File: config.mk
export PLATFORM = sky130hd
export DESIGN_NAME = if_id_reg
export DESIGN_NICKNAME = d
export VERILOG_FILES = /design/src/rtl/if_id_reg.sv
export SDC_FILE = /design/constraint.sdc
export NUM_CORES = 1
export LEC_CHECK = 0
export CORE_UTILIZATION = 42
export CTS_CLUSTER_DIAMETER = 120
export DETAILED_ROUTE_END_ITERATION = 8
export PLACE_DENSITY = 0.78
export SLEW_MARGIN = 20
export SYNTH_ARGS = -nofsm -noshare
export SYNTH_HDL_FRONTEND = slang
export SYNTH_SLANG_ARGS = --single-unit
File: constraint.sdc
create_clock -name clk -period 3.2 [get_ports clk]
set_input_delay 0.64 -clock clk [delete_from_list [all_inputs] [get_ports clk]]
set_output_delay 0.64 -clock clk [all_outputs]
set_load 0.05 [all_outputs]
File: src/rtl/if_id_reg.sv
// ---------------------------------------------------------------------------
// if_id_reg -- fetch/decode pipeline register with stall, flush and
//              fetch address-error (AdEL) tagging.
//
// Ports
//   clk        in   1   clock, rising edge
//   clr        in   1   synchronous active-high reset
//   stall      in   1   freeze the decode slot
//   flush      in   1   empty the decode slot (interrupt/exception)
//   instr_f    in  32   instruction word from fetch
//   pc8_f      in  32   fetch PC+8
//   br_d       in   1   instruction now in decode is a branch/jump
//   instr_d    out 32   registered instruction
//   pc8_d      out 32   registered PC+8
//   pc_d       out 32   pc8_d - 8 (combinational, wraps)
//   valid_d    out  1   decode slot holds a real fetched instruction
//   bd_d       out  1   held instruction is in a branch delay slot
//   exc_d      out  5   fetch exception code (0 none, 4 AdEL)
//   stall_cnt  out 32   saturating count of stalled cycles
//
// Build option
//   IF_ID_ADEL_EN : when defined, a fetch PC that is misaligned or outside
//                   0x00003000..0x00006FFC captures exc_d=4 and instr_d=0.
//                   Otherwise exc_d stays 0 and instr_f is taken as-is.
//
// State  | meaning
// RUN    | normal capture of the fetch stage every cycle
// HOLD   | slot frozen by stall, contents still a real instruction
// BUBBLE | slot emptied by flush; stays empty while stalled
// ---------------------------------------------------------------------------
module if_id_reg (
    input  logic        clk,
    input  logic        clr,
    input  logic        stall,
    input  logic        flush,
    input  logic [31:0] instr_f,
    input  logic [31:0] pc8_f,
    input  logic        br_d,
    output logic [31:0] instr_d,
    output logic [31:0] pc8_d,
    output logic [31:0] pc_d,
    output logic        valid_d,
    output logic        bd_d,
    output logic [4:0]  exc_d,
    output logic [31:0] stall_cnt
);

    typedef enum logic [1:0] {RUN, HOLD, BUBBLE} state_t;

    localparam logic [31:0] PC8_RESET = 32'h0000_3008;

    state_t      state;
    logic        valid_q;
    logic [4:0]  exc_f;
    logic [31:0] instr_cap;

`ifdef IF_ID_ADEL_EN
    logic [31:0] pc_f;
    logic        adel;

    always_comb begin
        pc_f      = pc8_f - 32'd8;
        adel      = (pc_f[1:0] != 2'b00) || (pc_f < 32'h0000_3000) ||
                    (pc_f > 32'h0000_6FFC);
        exc_f     = adel ? 5'd4 : 5'd0;
        instr_cap = adel ? 32'd0 : instr_f;
    end
`else
    always_comb begin
        exc_f     = 5'd0;
        instr_cap = instr_f;
    end
`endif

    always_ff @(posedge clk) begin
        if (clr) begin
            state     <= RUN;
            instr_d   <= 32'd0;
            pc8_d     <= PC8_RESET;
            valid_q   <= 1'b0;
            bd_d      <= 1'b0;
            exc_d     <= 5'd0;
            stall_cnt <= 32'd0;
        end else if (flush) begin
            // pc8_d still follows fetch so the restart address is visible
            state     <= BUBBLE;
            instr_d   <= 32'd0;
            pc8_d     <= pc8_f;
            valid_q   <= 1'b0;
            bd_d      <= 1'b0;
            exc_d     <= 5'd0;
        end else if (stall) begin
            state <= (state == BUBBLE) ? BUBBLE : HOLD;
            if (stall_cnt != 32'hFFFF_FFFF)
                stall_cnt <= stall_cnt + 32'd1;
        end else begin
            state   <= RUN;
            instr_d <= instr_cap;
            pc8_d   <= pc8_f;
            valid_q <= 1'b1;
            // a bubble is not a branch, whatever br_d says about it
            bd_d    <= br_d && (state != BUBBLE);
            exc_d   <= exc_f;
        end
    end

    assign valid_d = valid_q && (state != BUBBLE);
    assign pc_d    = pc8_d - 32'd8;

endmodule

==> impl_metrics.py <==
metrics = {
    "critical_path": {
        "path_max_fanout": 7,
        "endpoint_kind": "output port",
        "rr_worst_depth": 5,
        "start_kind": "register",
        "worstSetupPathType": "reg -> out",
        "rrSetupSlack_ps": 630,
        "cp.arrival_ps": 2720,
        "critical_path_required_ps": 2560,
    },
    "power": {
        "p_comb_share_pct": 24.8,
        "p_per_area_nw_per_um2": 392.5,
        "ir_drop_uv": 271.2,
        "leakage_nw": 2.859,
        "power.share.clock_pct": 29.6,
        "p_switching_w": 0.0009131,
        "power.share.switching_pct": 31.06,
        "intPower_w": 0.002027,
        "seqPwrFrac_pct": 45.6,
    },
    "die": {
        "coreArea_sq_um": 10840,
        "initial_utilization_pct": 42.96,
        "ios": 204,
        "die_x_microns": 107.3,
        "die_y_microns": 107.3,
        "dieArea_sq_um": 11510,
        "fp-row-count": 38,
    },
    "cts": {
        "cts-buffers-inserted": 9,
        "cts_sinks": 100,
        "clk_latency_ps": 360,
        "cts_max_path_buffers": 2,
        "cts_root_buf": "clkbuf_8",
        "htree_levels": 3,
        "clk_pin_slew_ps": 90,
        "cts_tree": "yes",
    },
    "logic_synthesis": {
        "synth_top_family_by_area": "simple AND/OR/NAND/NOR gates",
        "synth_flop_cell": "dfxtp_1",
        "synth_xor_area_share_pct": 5.078,
        "synth_edf_count": 0,
        "ys_seq_area_share_pct": 42.99,
        "synthSimpleGateAreaFrac_pct": 28.51,
        "async_reset_ff_share_pct": 0,
        "syn_inst": 555,
        "ys_warn_count": 0,
        "synth.area.mux_share_pct": 8.087,
        "synth_cell_types": 48,
        "synth_compound_area_share_pct": 10.18,
        "synth.cell_area_sq_um": 4657,
        "synth_seq_cells": 100,
        "avgSynthCellArea_sq_um": 8.391,
        "synthAdderAreaFrac_pct": 0.5373,
    },
    "drt": {
        "ant_nets": 0,
        "initialDrtViolationCount": 227,
        "via_per_inst": 5.283,
        "vias": 4744,
        "wire_per_inst_microns": 15.20,
        "drt-pass1-iter-count": 5,
        "wl_microns": 13650,
        "drc": 0,
    },
    "layout": {
        "multiInputGateArea_sq_um": 2760,
        "finalNetCount": 824,
        "antennaDiodeCount": 0,
        "num-fill-cells": 868,
        "layout-drive-gt1-share_pct": 14.64,
        "area.sequential_sq_um": 2014,
        "syn_to_final_growth_pct": 60.83,
    },
    "hold_path": {
        "min_path_type": "reg -> reg",
        "min_path_cells": 2,
    },
    "run_status": {
        "status": "finished with violations",
        "violations": "setup timing",
    },
    "global_route": {
        "grt_max_degree": 40,
        "grt_use_total_pct": 23.72,
        "antenna_found_initial": 0,
        "grt-ovfl-total": 0,
        "grt_pass1_wl_microns": 21650,
        "grt_pass1_vias": 4552,
    },
    "timing": {
        "timing.final.ws_setup_ps": -158.5,
        "fin_skew_ps": 9.890,
        "max_freq_mhz": 297.8,
        "fin_crit_sh_pct": 105.0,
        "worst_pin_slew_ps": 770.2,
        "drv_slew": 0,
        "setup_violations": 10,
        "hold_viol": 0,
        "finalSetupTns_ps": -1248,
        "rsz0062_at_grt": "yes",
        "maxSlewHeadroom_pct": 48.27,
        "finalCriticalPeriod_ps": 3358,
    },
    "job": {
        "maxCapViolations": 0,
    },
    "placed_design": {
        "dp_slack_ps": 56.46,
        "gp_congestion": 0.8440,
        "dpl.hpwl_microns": 10070,
        "io_buffer_count": 198,
    },
}
[metal layers]
metal | wire [microns] | up-vias | global-route usage, %
met5 | 0 | - | 0
met4 | 267 | 0 | 8.806
met3 | 1033 | 22 | 6.114
met2 | 6939 | 180 | 41.89
met1 | 5406 | 2233 | 27.47
li1 | - | 2309 | -
[stage by stage]
stage / util, % / cell area [sq um] / cells / hold slack [ps] / total power [W]
floorplan: - / 4921 / 559 / 436.3 / 0.001797
global placement: 65.94 / 7148 / 874 / 447.4 / 0.002079
detailed placement: 65.94 / 7148 / 874 / 462.9 / 0.002092
CTS: 69.09 / 7490 / 898 / 476.2 / 0.002968
global route: 69.09 / 7490 / 898 / 507.2 / 0.003048
finish: 69.09 / 7490 / 898 / 477.4 / 0.002940
[what timing repair did]
action | CTS | global route
endpoints found under the setup margin | 14 | 11
resized for setup | 17 | 1
hold buffers | 0 | 0
buffers inserted | 8 | 0
pin swaps | 6 | 0
[logic make-up after synthesis]
family | after synthesis
AND/OR/NAND/NOR | 261
buffers and inverters | 45
other | 1
AO/OA/AOI/OAI | 82
XOR/XNOR | 27
multiplexers | 37
flip-flops | 100
adder cells (fa/ha/maj) | 2
[layout make-up]
class                           instances  area share, %
Multi-Input combinational cell        414          36.85
Timing Repair Buffer                  221          30.57
Sequential cell                       100          26.90
Clock buffer                           13          2.389
Tap cell                              140          2.339
Clock inverter                          3         0.5513
Inverter                                7         0.4009
[worst max-delay path: stages (launching register included)]
cell	delay, ps
dfxtp_4	350
or4_4	540
or3b_4	400
or3_4	490
nor3_4	230
xor2_4	200
buf_12	150
[power groups by stage]
| stage | sequential (W) | clock, W | combinational (W) |
|---|---|---|---|
| 3_3_place_gp | 0.00137 | 0 | 0.000714 |
| 3_5_place_dp | 0.00137 | 0 | 0.000722 |
| 4_1_cts | 0.00134 | 0.000895 | 0.000733 |
| 2_1_floorplan | 0.00150 | 0 | 0.000295 |
| 5_1_grt | 0.00135 | 0.000934 | 0.000766 |
| 6_report | 0.00134 | 0.000870 | 0.000730 |
[synthesized netlist by cell type, drive strengths merged (15+ instances only)]
cell | number | area (sq um)
nor3 | 15 | 95.09
buf | 20 | 116.4
dfxtp | 100 | 2002
clkbuf | 18 | 68.81
nor2 | 63 | 236.5
xor2 | 21 | 183.9
or3 | 20 | 130.1
a21oi | 48 | 240.2
mux2i | 32 | 320.3
nand2 | 91 | 341.6
[sequential cells by signal (all words and copies together) (netlist names)]
signal     count
instr_d       32
valid_q        1
pc8_d         32
stall_cnt     32
bd_d           1
state          2
[final timing paths]
kind,start,end
worst min register to register,pc8_d[1]$_SDFFE_PP0N_,pc8_d[1]$_SDFFE_PP0N_
worst max-delay path,pc8_d[6]$_SDFFE_PP0N_,pc_d[30]
worst max register to register,stall_cnt[13]$_SDFFE_PP0P_,stall_cnt[1]$_SDFFE_PP0P_
worst min-delay path,pc8_d[1]$_SDFFE_PP0N_,pc8_d[1]$_SDFFE_PP0N_
[layout by cell type, fill, tap and decap left out, types with 8 or more instances in the layout]
master / Yosys / routed
clkdlybuf4s50_1: 0 / 172
dfxtp_1: 100 / 94
nand2_1: 91 / 91
nor2_1: 63 / 61
a21oi_1: 48 / 48
mux2i_1: 32 / 32
buf_4: 8 / 27
or3_1: 19 / 17
buf_12: 0 / 16
nand3_1: 13 / 13
clkbuf_8: 0 / 13
o21ai_0: 12 / 12
xor2_1: 21 / 12
nor3_1: 11 / 11
nand4_1: 11 / 11
or4_1: 10 / 10
xor2_4: 0 / 9
nor4_1: 9 / 8
o31ai_1: 8 / 8
Power figures use the tool's default switching activity.
